--- config.mk ---
export PLATFORM = sky130hd
export DESIGN_NAME = shifter_operand_unit
export DESIGN_NICKNAME = d
export VERILOG_FILES = /design/src/rtl/shifter_operand_unit.sv
export SDC_FILE = /design/constraint.sdc
export NUM_CORES = 1
export LEC_CHECK = 0
export ABC_AREA = 1
export CAP_MARGIN = 20
export CORE_MARGIN = 2
export CORE_UTILIZATION = 53
export CTS_CLUSTER_DIAMETER = 30
export DETAILED_ROUTE_END_ITERATION = 7
export PLACE_DENSITY = 0.82
export SLEW_MARGIN = 25
export SYNTH_ARGS = -nofsm -noshare
export SYNTH_HDL_FRONTEND = slang
export SYNTH_SLANG_ARGS = --single-unit
export TNS_END_PERCENT = 50
--- constraint.sdc ---
create_clock -name clk -period 2.5 [get_ports clk]
set_clock_uncertainty 0.2 [all_clocks]
set_input_delay 0.5 -clock clk [delete_from_list [all_inputs] [get_ports clk]]
set_output_delay 0.5 -clock clk [all_outputs]
set_load 0.05 [all_outputs]
--- src/rtl/shifter_operand_unit.sv ---
// Registered Val2 / shifter carry-out generator for the ARM execute stage.
// Optional macro SHIFTER_CARRY_EN enables the full shifter carry logic; otherwise carry_in passes through.
module shifter_operand_unit #(
  parameter int DATA_W = 32
) (
  input  logic              clk,
  input  logic              rst,
  input  logic              in_valid,
  output logic              in_ready,
  input  logic              select,
  input  logic              imm,
  input  logic [11:0]       shift_operand,
  input  logic [DATA_W-1:0] val_rm,
  input  logic [7:0]        val_rs,
  input  logic              carry_in,
  output logic              out_valid,
  input  logic              out_ready,
  output logic [DATA_W-1:0] val2,
  output logic              carry_out
);

  localparam int SW = $clog2(DATA_W);
  localparam logic [8:0] W_AMT = 9'(DATA_W);

  function automatic logic [DATA_W-1:0] rotr(input logic [DATA_W-1:0] x, input logic [SW-1:0] r);
    logic [2*DATA_W-1:0] d;
    d = {x, x} >> r;
    return d[DATA_W-1:0];
  endfunction

  logic              accept;
  logic [8:0]        amt;
  logic [1:0]        sh_type;
  logic              rrx;
  logic              pass;
  logic [SW-1:0]     sh;
  logic              big;
  logic [8:0]        rot_amt;
  logic [DATA_W-1:0] imm_val;
  logic [DATA_W-1:0] lsl_val;
  logic [DATA_W-1:0] lsr_val;
  logic [DATA_W-1:0] asr_val;
  logic [DATA_W-1:0] ror_val;
  logic [DATA_W-1:0] shift_val;
  logic [DATA_W-1:0] next_val2;
  logic              next_carry;

  assign in_ready = !out_valid || out_ready;
  assign accept   = in_valid && in_ready;

  // Both shift forms reduce to (type, amount > 0) plus the pass-through and RRX special cases.
  always_comb begin
    amt     = '0;
    sh_type = shift_operand[6:5];
    rrx     = 1'b0;
    pass    = 1'b0;
    if (shift_operand[4]) begin
      amt  = {1'b0, val_rs};
      pass = (val_rs == 8'd0);
    end else begin
      amt = {4'b0, shift_operand[11:7]};
      if (shift_operand[11:7] == 5'd0) begin
        case (shift_operand[6:5])
          2'b00:   pass = 1'b1;
          2'b11:   rrx  = 1'b1;
          default: amt  = W_AMT;
        endcase
      end
    end
  end

  always_comb begin
    sh      = amt[SW-1:0];
    big     = (amt >= W_AMT);
    rot_amt = {3'b0, shift_operand[11:8], 1'b0};
    imm_val = rotr(DATA_W'(shift_operand[7:0]), rot_amt[SW-1:0]);
    lsl_val = val_rm << sh;
    lsr_val = val_rm >> sh;
    asr_val = $signed(val_rm) >>> sh;
    ror_val = rotr(val_rm, sh);
  end

  // Value path; amounts at or beyond the width saturate instead of wrapping.
  always_comb begin
    shift_val = val_rm;
    if (pass) begin
      shift_val = val_rm;
    end else if (rrx) begin
      shift_val = {carry_in, val_rm[DATA_W-1:1]};
    end else begin
      case (sh_type)
        2'b00:   shift_val = big ? '0 : lsl_val;
        2'b01:   shift_val = big ? '0 : lsr_val;
        2'b10:   shift_val = big ? {DATA_W{val_rm[DATA_W-1]}} : asr_val;
        default: shift_val = (sh == '0) ? val_rm : ror_val;
      endcase
    end

    if (select) begin
      next_val2 = {{(DATA_W-12){shift_operand[11]}}, shift_operand};
    end else if (imm) begin
      next_val2 = imm_val;
    end else begin
      next_val2 = shift_val;
    end
  end

`ifdef SHIFTER_CARRY_EN
  logic [DATA_W:0] lsl_ext;
  logic [DATA_W:0] lsr_ext;
  logic            eq;
  logic            shift_carry;

  // The extra bit of each widened shift lands on the last bit shifted out.
  always_comb begin
    lsl_ext     = {1'b0, val_rm} << sh;
    lsr_ext     = {val_rm, 1'b0} >> sh;
    eq          = (amt == W_AMT);
    shift_carry = carry_in;
    if (pass) begin
      shift_carry = carry_in;
    end else if (rrx) begin
      shift_carry = val_rm[0];
    end else begin
      case (sh_type)
        2'b00:   shift_carry = big ? (eq && val_rm[0]) : lsl_ext[DATA_W];
        2'b01:   shift_carry = big ? (eq && val_rm[DATA_W-1]) : lsr_ext[0];
        2'b10:   shift_carry = big ? val_rm[DATA_W-1] : lsr_ext[0];
        default: shift_carry = (sh == '0) ? val_rm[DATA_W-1] : ror_val[DATA_W-1];
      endcase
    end

    if (select) begin
      next_carry = carry_in;
    end else if (imm) begin
      next_carry = (shift_operand[11:8] == 4'd0) ? carry_in : imm_val[DATA_W-1];
    end else begin
      next_carry = shift_carry;
    end
  end
`else
  assign next_carry = carry_in;
`endif

  // Output register holds until drained; a simultaneous drain and accept simply overwrites it.
  always_ff @(posedge clk) begin
    if (rst) begin
      out_valid <= 1'b0;
      val2      <= '0;
      carry_out <= 1'b0;
    end else if (accept) begin
      out_valid <= 1'b1;
      val2      <= next_val2;
      carry_out <= next_carry;
    end else if (out_ready) begin
      out_valid <= 1'b0;
    end
  end

endmodule

==> metrics, run 1 <==
synth warn 0; post-synth top area share 0.290; most common cell in the netlist nand2_1; Distinct cells, synth 39; CTS Sinks 34; post-detail-place hpwl 34500 um; Post-synth EDFFs 0; CTS Buffer Depth 2; Run Error [ERROR GRT-0116] Global routing finished with congestion. Check the congestion regions in the DRC Viewer.; status stopped before the end; synthesized area per cell 4.86 um^2; gpl congestion 1.15; post-synth top area cell nand2_1; largest net degree at the start of global routing 52; Num CTS Buffers 5; top cells by count, synth 631 x nand2_1, 437 x nand3_1, 122 x a21oi_1; Die X 128 um; gr usage total 0.770; Initial Utilization 0.539; Post-Syn Area 8160 um^2; Die Y 128 um; gr ovfl total 45; placed cell count 2123; Synth async-reset ratio 0; post-synthesis sequential area ratio 0.0834; Port Buffers 93; number of cell rows 45; Syn Inst Count 1681; Root Driver clkbuf_16; H-tree level count 2; top cells by area, synth nand2_1 29%, nand3_1 27%, dfxtp_1 8.3%; Stop stage 5_1_grt; synthesized net count 1745; vias in the first global route 16700; I/O Pins 94; first-pass GRT wire length 97400 um; most common flop cell mapped by yosys dfxtp_1; Seq cells post-synth 34
[layer usage]
| layer | GRT usage | overflow |
|---|---|---|
| met1 | 0.764 | 1 |
| met4 | 0.721 | 17 |
| met3 | 0.643 | 2 |
| met5 | 0.344 | 0 |
| met2 | 0.941 | 25 |
[cell families after synthesis]
logic type | Yosys count | synth area share
compound gates | 246 | 0.165
buf+inv | 230 | 0.125
flops | 34 | 0.0834
simple gates | 1166 | 0.619
fa+ha+maj | 5 | 0.00766
[what timing repair did]
item,CTS
gates resized for setup,413
setup endpoints to repair,32
pin swaps,108
hold endpoints to repair,0
hold buffers,0
gates cloned,9
buffers inserted,58
[metrics by stage]
step | hold slack [ns] | instance area [um^2] | worst slack (ns)
CTS | 0.268 | 13500 | -0.231
detailed placement | 0.259 | 11200 | -1.09
floorplan | 0.369 | 8170 | 0.00733
global placement | 0.252 | 11200 | -1.02
==> inputs of run 2 (changes only) <==
CORE_UTILIZATION = 40   (was 53)
CTS_CLUSTER_DIAMETER = not set   (was 30)
PLACE_DENSITY = not set   (was 0.82)
PLACE_DENSITY_LB_ADDON = 0.15   (was not set)
clock period = 3.25 ns   (was 2.5 ns; I/O delays follow)
==> run 2 against run 1 <==
Against the previous run: the flow now finishes without violations; synthesized cell count unchanged; synthesized area did not move.
==> metrics, run 2 <==
antenna violations before repair 1; most common cell in the netlist nand2_1; status finished clean; Seq cells post-synth 34 (unchanged); leakage power 6.36 nW; post-route setup slack 0.0224 ns; Synth async-reset ratio 0 (unchanged); share of cells above drive strength 1 0.251; minimum clock period 3.23 ns; gr ovfl total 0; critical path launch point type primary input; Num CTS Buffers 5 (unchanged); WP data required 3.21 ns; DRC Markers 0; post-synthesis sequential area ratio 0.0834 (unchanged); first-pass GRT wire length 69700 um; most frequent CP cell nand2_1; Critical Path Max Stage Delay 0.39 ns; P_sw 0.00180 W; PnR Total Power 0.00368 W; slowest cell on the critical path clkdlybuf4s50_1; post-synth top area cell nand2_1; Die X 147 um (+15%); Initial Utilization 0.406 (-0.133); Final Hold Vio Count 0; Post-Syn Area 8160 um^2 (unchanged); synthesized net count 1745 (unchanged); Largest delay share family, worst path buffers and inverters; WP data arrival 3.19 ns; Final Setup Violations 0; Pre-antenna DRT Iters 7; Tcrit/Tclk final 0.993; Via density 6.01; CTS Buffer Depth 2 (unchanged); gpl congestion 1.11 (-2.9%); Least-Margin Pin Slew 0.595 ns; Rel. slew slack 0.603; Buf+Inv Stages, Crit Path 7; vias in the first global route 12000; Distinct cells, synth 39 (unchanged); CTS Sinks 34 (unchanged); largest registers in the final layout val2: 32 flops, carry_out: 1 flops, out_valid: 1 flops; Clock Latency Late Sink 0.29 ns; GR peak layer met2; Reg power frac 0.127; fin. max-slew vios 0; core box area 20100 um^2; Port Buffers 93 (unchanged); Post-synth EDFFs 0 (unchanged); Internal 0.00188 W; post-synth top area share 0.290 (unchanged); pre-CTS setup slack -0.558 ns (+0.530 ns); Root Driver clkbuf_16; PwrDens 291 nW/um^2; CTS tree yes; gr usage total 0.419; clock slew at the register clock pins of the worst setup and hold paths 0.06 ns; CTS Hold Bufs 0 (unchanged); Worst VDD drop 0.244 mV; top cells by area, synth nand2_1 29%, nand3_1 27%, dfxtp_1 8.3%; synth warn 0 (unchanged); power share of the combinational group 0.703; GRT met3 Usage 0.0882; Syn Inst Count 1681 (unchanged); most common flop cell mapped by yosys dfxtp_1; H-tree level count 2 (unchanged); Antenna Nets Post-Route 0; Sw Share 0.488; Antenna diodes 0; Die Y 147 um (+15%); I/O Pins 94 (unchanged); per-cell routed wire length 21.2 um; RSZ-0062 raised after global routing true; Layout Nets 2062; via count 13600; routed wire length 48200 um; Setup CP Type primary input to register; Worst setup EP type register; clock share of power 0.170; post-detail-place hpwl 37600 um (+9.1%); largest net degree at the start of global routing 47; met2 Use GR 0.632; largest fanout on the critical path 6; most common cell after layout, fill and taps aside nand2_1; M1 GR Usage 0.566; synthesized area per cell 4.86 um^2 (unchanged); top cells by count, synth 631 x nand2_1, 437 x nand3_1, 122 x a21oi_1; number of cell rows 52 (+16%); DIE AREA 21600 um^2; DRT iter0 DRCs 2203; Layout area overhead 54.9%; max reg flops 32; Largest Register val2; Fmax 310 MHz; most frequent cells in the layout 571 x nand2_1, 389 x nand3_1, 288 x buf_4; max_cap viols 0; min-delay worst type register to register; CP Cell Sequence clkdlybuf4s50_1, inv_1, nand2_2, o21ai_4, buf_12, buf_12, buf_4, buf_4, nand3_1, nand3_1, o211ai_1, buf_4, a31oi_1, nand3_2, nand2_1, nand2_1, nand2_1, nand2_1, nand2_1, a21oi_1
run 2: cell counts after synthesis:
Identical to the previous run, type by type.
run 2: path summary, 6_finish.rpt:
path                                 from        to  slack (ns)  depth (start not counted)
worst max-delay path            val_rs[2]  val2[11]        0.02                         20
worst min-delay path              val2[5]   val2[5]        0.27                          2
worst max register to register  out_valid  val2[21]        1.38                          5
worst min register to register    val2[5]   val2[5]        0.27                          2
run 2: cells by family after synthesis:
logic type,synth area share
flops,0.0834
fa+ha+maj,0.00766
simple gates,0.619
compound gates,0.165
buf+inv,0.125
run 2: cell type report:
cell class | count | area, um^2
clock buffers | 5 | 125
clock inverters | 3 | 68.8
fillers | 2016 | 7460
inverters | 115 | 450
multi-input cells | 1417 | 7030
flip-flops and latches | 34 | 681
well taps | 270 | 338
repair buffers | 424 | 3940
repair inverters | 1 | 8.76
run 2: worst reg2reg max path: stages (launching register included):
cell     delay (ns)
dfxtp_1        0.31
nand2_1        0.11
nand2_1        0.21
inv_1          0.52
o21ai_0        0.26
a21oi_2        0.18
run 2: metrics by stage:
| stage | hold WS, ns | TNS (ns) | cell area (um^2) | utilization | cells |
|---|---|---|---|---|---|
| floorplan | 0.483 | 0 | 8160 | - | 1681 |
| global placement | 0.255 | -13.67 | 11400 | 0.568 | 2231 |
| detailed placement | 0.259 | -14.34 | 11400 | 0.568 | 2231 |
| CTS | 0.268 | -0.00224 | 12000 | 0.596 | 2250 |
| global route | 0.294 | -0.155 | 12600 | 0.629 | 2269 |
| finish | 0.267 | 0 | 12600 | 0.629 | 2269 |
run 2: what timing repair did:
item                       CTS  global route
gates resized for setup     65           122
hold endpoints to repair     0             0
gates cloned                 4             3
buffers inserted             7            16
setup endpoints to repair   32            32
pin swaps                    9            30
run 2: layer usage:
layer	wire length, um	part of all wire	up-vias
li1	-	-	6266
met2	20100	0.42	1022
met3	6390	0.13	211
met1	18600	0.39	6129
met4	3060	0.064	2
met5	13	0.00027	-
run 2: power groups by stage:
stage,registers (W),logic [W],clock network [W]
2_1_floorplan,0.000587,0.00113,0
3_3_place_gp,0.000474,0.00226,0
3_5_place_dp,0.000475,0.00226,0
4_1_cts,0.000467,0.00235,0.000629
5_1_grt,0.000470,0.00274,0.000653
6_report,0.000467,0.00259,0.000625
No activity file was read; power rests on OpenSTA's default activity.
==> inputs of run 3 (changes only) <==
--- a/config.mk
+++ b/config.mk
@@ -9,2 +9,3 @@
 export CAP_MARGIN = 20
+export CORE_ASPECT_RATIO = 0.6
 export CORE_MARGIN = 2
==> constraint.sdc (replaced) <==
create_clock -name clk -period 4.1 [get_ports clk]
set_clock_uncertainty 0.2 [all_clocks]
set_input_delay 0.82 -clock clk [delete_from_list [all_inputs] [get_ports clk]]
set_output_delay 0.82 -clock clk [all_outputs]
set_load 0.02 [all_outputs]
==> run 3 against run 2 <==
Against the previous run: sequential share of layout area grew 1.5 points; global-route usage is 0.25 points lower; sequential power fell by 21%; critical path type unchanged; core utilization down 13 points; routed wire length is 4.8% lower.
==> metrics, run 3 (same netlist as run 2, synthesis figures left out) <==
Setup CP Type primary input to register; Root Driver clkbuf_16; cell count of the worst reg-to-reg path 5 (unchanged); Largest Register val2; critical path launch point type primary input; Num CTS Buffers 5 (unchanged); Final Hold Vio Count 0 (unchanged); DIE AREA 21600 um^2 (+0.17%); Pre-antenna DRT Iters 7 (unchanged); PwrDens 242 nW/um^2 (-17%); status finished clean; max_cap viols 0 (unchanged); number of cell rows 40 (-23%); GR peak layer met1; post-route setup slack 0.218 ns (+0.195 ns); routed wire length 45900 um (-4.8%); FILL cells 2225 (+10%); pre-CTS setup slack 0.0713 ns (+0.630 ns); CTS Buffer Depth 2 (unchanged); Die X 188 um (+28%); antenna violations before repair 1 (unchanged); DRC Markers 0 (unchanged); max reg flops 32 (unchanged); Least-Margin Pin Slew 0.648 ns (+0.0525 ns); Via density 6.24 (+3.8%); post-detail-place hpwl 36000 um (-4.4%); WP data arrival 3.85 ns (+0.66 ns); register area 681 um^2 (unchanged); clock slew at the register clock pins of the worst setup and hold paths 0.07 ns (about the same); final core occ 0.496 (-0.133); Clock Latency Late Sink 0.30 ns (about the same); Layout area overhead 21.6%; vias in the first global route 11100 (-7.6%); setup_tns 0 ns (unchanged); largest net degree at the start of global routing 54 (+15%); met2 Use GR 0.507 (-0.125); WHS Path Cells 2 (unchanged); DRT iter0 DRCs 2498 (+13%); Layout Nets 1831 (-11%); share of cells above drive strength 1 0.0764 (-0.175); Worst VDD drop 0.158 mV (-35%); Worst setup EP type register; H-tree level count 2 (unchanged); Rel. slew slack 0.568 (-0.0351); Antenna diodes 0 (unchanged); Final Setup Violations 0 (unchanged); hold slack 0.267 ns (-0.000554 ns); I/O Pins 94 (unchanged); Post-CTS Resized 0 (-100%); most frequent cells in the layout 630 x nand2_1, 437 x nand3_1, 122 x a21oi_1; leakage power 4.94 nW (-22%); gr ovfl total 0 (unchanged); gr usage total 0.416 (-0.00245); gpl congestion 1.09 (-2.3%); first-pass GRT wire length 68100 um (-2.2%); area occupied by multi-input gates 6470 um^2 (-7.9%); minimum clock period 3.88 ns; Tcrit/Tclk final 0.947; CTS tree yes; CTS Sinks 34 (unchanged); GRT met3 Usage 0.212 (+0.124); min-delay worst type register to register; most common cell after layout, fill and taps aside nand2_1; RSZ-0062 raised after global routing false; Post-CTS Setup Bufs 0 (-7); per-cell routed wire length 22.5 um (+5.9%); Antenna Nets Post-Route 0 (unchanged); fin. max-slew vios 0 (unchanged); Initial Utilization 0.408 (+0.00173); CTS Hold Bufs 0 (unchanged); largest registers in the final layout val2: 32 flops, carry_out: 1 flops, out_valid: 1 flops; Die Y 115 um (-22%); WP data required 4.07 ns (+0.86 ns); Port Buffers 93 (unchanged); largest fanout on the critical path 12 (+6); core box area 20000 um^2 (-0.42%); Fmax 258 MHz; M1 GR Usage 0.628 (+0.0622); via count 12700 (-6.6%)
[run 3: changes by cell type in the layout (fill, tap and decap cells not counted), moves of 5 or more]
cell / delta
nand3_1: +48
clkdlybuf4s50_1: +11
buf_4: -199
nand2_4: -7
buf_6: -6
nand2_1: +59
nand3_4: -6
a21oi_2: -12
o21ai_2: -6
o21ai_0: +5
nand3_2: -42
nand2_2: -52
a21oi_1: +12
buf_12: -21
[run 3: area by class of cell]
type | count | area share
Clock inverter | 2 | 0.00126
Tap cell | 273 | 0.0344
Inverter | 115 | 0.0438
Sequential cell | 34 | 0.0686
Timing Repair Buffer | 194 | 0.185
Clock buffer | 6 | 0.0140
Multi-Input combinational cell | 1417 | 0.653
[run 3: worst max-delay path, cell delays in order]
cell,delay [ns]
clkdlybuf4s50_1,0.52
buf_4,0.21
nand2_2,0.15
nand2_1,0.15
buf_12,0.16
nand2_1,0.15
nand3_1,0.12
nand3_1,0.18
nand3_1,0.29
buf_4,0.17
nand3_1,0.10
nand3_1,0.11
nand3_1,0.08
nand2_1,0.06
nand2_1,0.04
nand2_1,0.14
nand2_1,0.07
nand2_1,0.07
nand2_1,0.07
nand2_1,0.09
a21oi_1,0.07
[run 3: per-stage QoR]
stage	cells	total power (W)	cell area (um^2)
after detailed placement	2033	0.00189	9770
after global placement	2033	0.00190	9770
after floorplan	1681	0.00130	8160
after CTS	2041	0.00231	9920
after global routing	2041	0.00253	9920
final	2041	0.00240	9920
[run 3: final timing paths]
kind,startpoint,end,slack [ns]
min reg2reg,val2[5],val2[5],0.27
min,val2[5],val2[5],0.27
max reg2reg,out_valid,val2[26],2.19
max,shift_operand[4],val2[4],0.22
[run 3: routing by layer]
layer	share of wire	vias to the layer above	routed length, um
met5	0.0012	-	57
met4	0.022	2	1010
met3	0.19	101	8840
met2	0.34	1118	15700
met1	0.44	5699	20300
li1	-	5807	-
[run 3: where the power goes]
group | switching, W | internal [W] | total [W]
clock | 0.000178 | 0.000241 | 0.000419
sequential | 0.0000142 | 0.000357 | 0.000371
combinational | 0.00110 | 0.000513 | 0.00161
total | 0.00129 | 0.00111 | 0.00240
